[config.mk]
export PLATFORM = sky130hd
export DESIGN_NAME = scan_sequencer
export DESIGN_NICKNAME = d
export VERILOG_FILES = /design/src/rtl/scan_sequencer.sv
export SDC_FILE = /design/constraint.sdc
export NUM_CORES = 1
export LEC_CHECK = 0
export ABC_AREA = 1
export CAP_MARGIN = 20
export CORE_AREA = 2 2 120 122
export CTS_CLUSTER_SIZE = 24
export DETAILED_ROUTE_END_ITERATION = 8
export DIE_AREA = 0 0 122 124
export GPL_TIMING_DRIVEN = 0
export PLACE_DENSITY = 0.65
export SYNTH_ARGS = -nofsm -noshare
export SYNTH_HDL_FRONTEND = slang
export SYNTH_SLANG_ARGS = --single-unit
[constraint.sdc]
create_clock -name clk_100M -period 6.07 [get_ports clk_100M]
set_input_delay 1.214 -clock clk_100M [delete_from_list [all_inputs] [get_ports clk_100M]]
set_output_delay 1.214 -clock clk_100M [all_outputs]
set_load 0.05 [all_outputs]
[src/rtl/scan_sequencer.sv]
// scan_sequencer: film-scan sequencer driving the stepper motor and per-line CCD capture triggers.
//   clk_100M   system clock
//   rst_n      asynchronous active-low reset
//   run        bit0 scan enable (rising edge starts, low aborts), bit1 direction
//   lines      number of lines per scan (0 = no scan)
//   reso_div   motor steps per line minus 1
//   ccd_busy   CCD readout in progress; paces each line
//   motor_en / motor_dir / motor_step   stepper driver controls
//   line_trig  line capture trigger pulse
//   scan_busy  high whenever not idle
//   scan_done  one-cycle pulse on normal completion
//   line_count lines completed in current/last scan
`timescale 1ns/1ps
module scan_sequencer #(
  parameter int STEP_PERIOD   = 1000,
  parameter int STEP_PULSE_W  = 200,
  parameter int LINE_TRIG_W   = 10,
  parameter int SETTLE_CYCLES = 100000
) (
  input  logic        clk_100M,
  input  logic        rst_n,
  input  logic [7:0]  run,
  input  logic [23:0] lines,
  input  logic [7:0]  reso_div,
  input  logic        ccd_busy,
  output logic        motor_en,
  output logic        motor_dir,
  output logic        motor_step,
  output logic        line_trig,
  output logic        scan_busy,
  output logic        scan_done,
  output logic [23:0] line_count
);
  localparam int MX = STEP_PERIOD > SETTLE_CYCLES ? STEP_PERIOD : SETTLE_CYCLES;
  localparam int CW = $clog2(MX) + 1;
  localparam logic [CW-1:0] SETTLE_LD = CW'(SETTLE_CYCLES - 1);
  localparam logic [CW-1:0] TRIG_LD   = CW'(LINE_TRIG_W - 1);
  localparam logic [CW-1:0] HI_LD     = CW'(STEP_PULSE_W - 1);
  localparam logic [CW-1:0] LO_LD     = CW'(STEP_PERIOD - STEP_PULSE_W - 1);
  typedef enum logic [2:0] {IDLE, SETTLE, TRIG, WAIT_CCD, STEP_HI, STEP_LO, DONE} state_t;
  state_t state;
  logic [CW-1:0] cnt;
  logic [8:0] steps;
  logic [23:0] lines_q;
  logic [7:0] div_q;
  logic run0_q, abort_q;
  logic cnt_zero, last_step, last_line, finish, stop;
  logic unused_run;
  assign unused_run = ^run[7:2];
  assign cnt_zero  = cnt == '0;
  assign last_step = steps == {1'b0, div_q};
  assign last_line = (line_count + 24'd1) == lines_q;
  assign finish    = state == STEP_LO && cnt_zero && last_step && last_line;
  // A step pulse in flight always completes its full width before an abort takes effect;
  // abort_q remembers a run[0] drop seen earlier in the pulse.
  assign stop = state == STEP_HI ? cnt_zero && (abort_q || !run[0])
              : !run[0] && !finish && state != IDLE && state != DONE;
  always_ff @(posedge clk_100M or negedge rst_n) begin
    if (!rst_n) begin
      state      <= IDLE;
      cnt        <= '0;
      steps      <= '0;
      lines_q    <= '0;
      div_q      <= '0;
      run0_q     <= 1'b0;
      abort_q    <= 1'b0;
      motor_en   <= 1'b0;
      motor_dir  <= 1'b0;
      motor_step <= 1'b0;
      line_trig  <= 1'b0;
      scan_busy  <= 1'b0;
      scan_done  <= 1'b0;
      line_count <= '0;
    end else begin
      run0_q    <= run[0];
      abort_q   <= state == STEP_HI && (abort_q || !run[0]);
      cnt       <= cnt - 1'b1;
      scan_done <= 1'b0;
      case (state)
        IDLE: if (run[0] && !run0_q && lines != '0) begin
          state      <= SETTLE;
          lines_q    <= lines;
          div_q      <= reso_div;
          motor_dir  <= run[1];
          motor_en   <= 1'b1;
          scan_busy  <= 1'b1;
          line_count <= '0;
          cnt        <= SETTLE_LD;
        end
        SETTLE: if (cnt_zero) begin
          state     <= TRIG;
          line_trig <= 1'b1;
          cnt       <= TRIG_LD;
        end
        TRIG: if (cnt_zero) begin
          state     <= WAIT_CCD;
          line_trig <= 1'b0;
        end
        WAIT_CCD: if (!ccd_busy) begin
          state      <= STEP_HI;
          motor_step <= 1'b1;
          steps      <= '0;
          cnt        <= HI_LD;
        end
        STEP_HI: if (cnt_zero) begin
          state      <= STEP_LO;
          motor_step <= 1'b0;
          cnt        <= LO_LD;
        end
        STEP_LO: if (cnt_zero) begin
          steps <= steps + 1'b1;
          if (!last_step) begin
            state      <= STEP_HI;
            motor_step <= 1'b1;
            cnt        <= HI_LD;
          end else begin
            line_count <= line_count + 24'd1;
            if (last_line) begin
              state     <= DONE;
              scan_done <= 1'b1;
            end else begin
              state     <= TRIG;
              line_trig <= 1'b1;
              cnt       <= TRIG_LD;
            end
          end
        end
        DONE: begin
          state     <= IDLE;
          motor_en  <= 1'b0;
          scan_busy <= 1'b0;
        end
        default: state <= IDLE;
      endcase
      if (stop) begin
        state      <= IDLE;
        motor_en   <= 1'b0;
        motor_step <= 1'b0;
        line_trig  <= 1'b0;
        scan_busy  <= 1'b0;
      end
    end
  end
endmodule

# == After elaboration in Yosys (flattened, before gate mapping) ==
# Index checks and enable logic that the tools add are counted.
# W data, S select, Z words.
# op_classes
n_addsub,3
n_mul,0
div,0
magnitude_cmp,0
eq_ne,22
shifts,0
muxes,45
bitwise_logic,0
reduce_logical,30
# ops
operator,count
$mux W18,7
$pmux W18 S5,1
$mux W24,3
$pmux W24 S2,1
$ne A3 B3 Y1 const B,10
$mux W3,9
$add A24 B1 Y24 const B,1
$eq A24 B24 Y1,1
$reduce_bool A24 Y1,1
$logic_not A18 Y1,1
$mux W9,2
$pmux W3 S6,1
$pmux W9 S2,1
$sub A18 B1 Y18 const B,1
$mux W1,17
$reduce_and A6 Y1,2
$logic_and A1 B1 Y1,10
$add A9 B1 Y9 const B,1
$eq A3 B3 Y1 const B,3
$eq A9 B8 Y1,1
$ne A2 B2 Y1 const B,4
$reduce_bool A4 Y1,2
$eq A3 B2 Y1 const B,2
$pmux W1 S3,2
other kinds (11),16
# word_totals
register_bits,93
latch_bits,0
ramBits,0
mem_bits_ro,0
in_bits,43
wordCells,113
n_memories,0

# == Logic depth before layout (Yosys ltp) ==
# logic_depth
ltp_word,11
ltp_mapped,20

# == Worst setup path before layout ==
# OpenSTA, ideal clock, no wires.
# synth_path
kind,register to register
start,reg line_count[0]
end,reg state[0]
arrival_time_ns,2.559
path_slack_ns,3.388
path_stages_with_launch,19
synth_period_minus_slack_ns,2.682
cell_sequence,dfrtp_1 > ha_1 > nand2_2 > nor2_8 > nand3_4 > nor2_4 > nand2_2 > nand3_2 > nand2_1 > nor2_2 > nand2_1 > nor2_2 > nand3_2 > nand2_4 > nand2_4 > nor2_4 > nor2_1 > nand2_1 > nand2_1
# synth_via
elab_chain_cells,10
elab_cells_between_ends,16
cone_classes,add/sub (1); eq/ne (7); mux (2); reduce/logical (6)
# synth_rtl
element,line_no,text
"start, declared",32,output logic [23:0] line_count
"start signal, assigned",117,line_count <= line_count + 24'd1;
$add A24 B1 Y24 (*),52,assign last_line = (line_count + 24'd1) == lines_q;
$eq A24 B24 Y1 (*),52,
$logic_and A1 B1 Y1 (*),53,assign finish = state == STEP_LO && cnt_zero && last_step && last_line;
$logic_not A1 Y1 (*),57,: !run[0] && !finish && state != IDLE && state != DONE;
$logic_and A1 B1 Y1 (*) (3 in a row),57,
$mux W1 (*),56,assign stop = state == STEP_HI ? cnt_zero && (abort_q || !run[0])
$ne A3 B3 Y1 (no source line),-,
$reduce_and A6 Y1 (no source line),-,
"end signal, assigned",60,state <= IDLE;
"end signal, assigned",81,state <= SETTLE;
"end signal, assigned",91,state <= TRIG;
"end, declared",41,state_t state;
# Mark *: on every way between the ends. The rest lies on a longest branch, timed or not.
# A chain may end at the register's enable or synchronous reset.

# == Final worst setup path ==
# layout_path
start,in lines[12]
end,reg line_count[14]
# layout_via
elab_chain_cells,4
# layout_rtl
element,line_no,text
"start, declared",23,"input logic [23:0] lines,"
$reduce_bool A24 Y1,80,IDLE: if (run[0] && !run0_q && lines != '0) begin
$logic_and A1 B1 Y1,80,
$ne A2 B2 Y1 (no source line),-,
$reduce_and A4 Y1 (no source line),-,
# No other way between the ends.

==> reports/qor.yml <==
status: "completed"
ys_warn_count: 0
antenna_found_initial: 0
rsz0062_at_grt: "false"
synth_top_area_cell: "dfrtp_1"
cap_violations: 0
ctsRootBufferMaster: "clkbuf_16"
worst_slew_pin_slew_ps: 700
cts_resized: 0
hp-class: "flop to flop"
worstPathRequired_ps: 6320
drc: 0
min_period_ps: 3540
via_per_inst: 5.30
hold_depth: 2
die-height_um: 124
post_cts_buffers: 0
netlist_area_mm2: 0.00612
crit_path_start_kind: "primary input"
tritoncts.num_buffers: 9
port_buffers: 66
post_drt_wl_per_cell_um: 14.8
syn_to_final_growth_pct: 20.9
hpwl_mm: 13.1
drive_gt1_share_pct: 6.35
leakage_nw: 3.54
die_area_mm2: 0.0151
antenna_cells: 0
synth_top_cell_area_share_pct: 38.0
finalMaxSlewViolations: 0
finalSetupTns_ps: 0
track_usage_pct: 24.1
clock_sinks: 93
rows: 43
synth_seq_area_share_pct: 38.0
slew_headroom_pct: 53.2
cts.path.max_buffers: 2
gp_congestion: 0.941
hold_buffers: 0
syn_inst: 893
totalWireLength_mm: 17.1
die_w_um: 122
ioPinCount: 73
grt_pass1_wl_mm: 28.2
rr_worst_depth: 8
cp_cell_sequence: "clkdlybuf4s50_1, nor4_1, nand4_1, nand2_1, inv_1, nand2_1, inv_1, nor2_1, inv_1, buf_2, o21ai_0"
grt_pass1_vias: 5711
peakVddDrop_uv: 200
nNetsFinal: 1019
synthesis.nets: 940
finalPower_w: 0.00301
synth.avg_cell_area_um2: 6.85
finalHoldViolCount: 0
finalInstanceArea_mm2: 0.00740
synth_seq_cells: 93
fmax_ghz: 0.283
synthTopCellsByArea: "dfrtp_1 (38%), nand2_1 (17%), inv_1 (7.1%)"
yosysUniqueCellTypes: 44
cts_tree: "built"
power.density_mw_per_mm2: 406
worst_path_most_repeated_cell: "inv_1"
cp_max_fo: 10
firstDrtPassIters: 5
slowest_delay_ps: 480
htreeDepth: 3
grt_max_degree: 68
start_util_pct: 44.6
crit_type: "primary input to flop"
setup_viol: 0
crit_path_top_delay_cell: "nor4_1"
drt-initial-drc-count: 452
clk_latency_ps: 350
placed_cell_area_mm2: 0.00703
skew_ps: 8.06
path_clk_slew_ps: 70
coreArea_mm2: 0.0137
ant_nets: 0
grt-ovfl-total: 0
timing.final.crit_share_pct: 58.3
cp-end-kind: "flop"
vias: 6131
arrival_ps: 3790
[area by class of cell]
type                       count  area [µm²]
buffer                        11        47.5
clock buffer                  11         243
clock inverter                 4         120
fill                        1413        6320
inverter                     122         458
multi-input combinational    667        3290
sequential                    93        2330
tap                          180         225
timing repair buffer          68         691
[critical path, delay by kind of cell]
family / cells / cell delay [ps]
buffers and inverters: 5 / 1010
AND/OR/NAND/NOR: 5 / 1300
AO/OA/AOI/OAI: 1 / 250
[final timing paths]
check / from / to / slack, ps
worst max-delay path: lines[12] / line_count[14] / 2530
worst min-delay path: motor_step / motor_step / 480
worst max register to register: state[0] / scan_done / 3030
worst min register to register: motor_step / motor_step / 480
max in group asynchronous: rst_n / state[0] / 4640
min in group asynchronous: rst_n / line_count[16] / 780
[sequential cells by signal (all words and copies together) (netlist names)]
register    count
abort_q         1
cnt            18
div_q           8
line_count     24
line_trig       1
lines_q        24
motor_dir       1
motor_step      1
run0_q          1
scan_busy       1
scan_done       1
state           3
steps           9
[layout by cell type (no fill, tap or decap), types with 3 or more instances in the layout]
cell type	netlist	routed
a21oi_1	27	27
a22oi_1	6	6
buf_2	2	3
bufinv_16	0	4
clkbuf_1	8	9
clkbuf_16	0	9
clkdlybuf4s50_1	0	65
clkinv_1	3	3
dfrtp_1	93	93
ha_1	4	4
inv_1	116	116
inv_2	3	3
nand2_1	276	276
nand2_2	8	8
nand2_4	5	5
nand3_1	80	80
nand3_2	3	3
nand3b_1	8	8
nand4_1	20	20
nor2_1	89	89
nor2_2	5	5
nor2_4	7	7
nor3_1	15	15
nor4_1	5	5
o21ai_0	44	44
o22ai_1	21	21
xnor2_1	8	8
xor2_1	12	12
[cell families after synthesis]
| family | after synthesis | share of synthesized area [%] |
|---|---|---|
| simple gates | 535 | 40.1 |
| buf+inv | 133 | 8.26 |
| compound gates | 108 | 9.90 |
| flops | 93 | 38.0 |
| xor+xnor | 20 | 2.86 |
| fa+ha+maj | 4 | 0.818 |
[synthesized netlist by cell type (all sizes together)]
cell type  number
ha              4
inv           119
xnor2           8
and2            1
clkinv          3
o22ai          21
nand3          85
o31ai           1
nor3           17
buf             3
nand2         289
a211oi          2
nor3b           1
a31oi           1
o211ai          2
nand4          21
a22oi           6
a21oi          28
nor4            6
o21ai          46
nor2          102
clkbuf          8
dfrtp          93
and3            2
xor2           12
or2             2
nand3b          8
o21bai          1
nor4b           1
[metrics by stage]
stage / worst slack (ps) / hold slack, ps / cells / utilization [%]
floorplan: 3390 / 462 / 893 / -
global placement: 97.5 / 460 / 1139 / 51.1
detailed placement: 2200 / 466 / 1140 / 51.2
CTS: 2590 / 481 / 1155 / 53.9
global route: 2310 / 527 / 1156 / 53.9
finish: 2530 / 476 / 1156 / 53.9
[power breakdown]
group	leakage [nW]	total (W)	switching (W)	internal [W]
clock network	0.176	0.000696	0.000243	0.000454
logic	2.15	0.00130	0.000821	0.000483
registers	1.21	0.00101	0.000186	0.000821
[metal layers]
layer | global-route usage [%] | part of all wire (%) | vias up
met5 | 0 | 0 | -
met4 | 9.12 | 2.4 | 0
met3 | 4.12 | 6.8 | 26
met2 | 36.5 | 42 | 202
met1 | 34.5 | 48 | 2853
li1 | - | - | 3050
(Power assumes the default switching activity.)
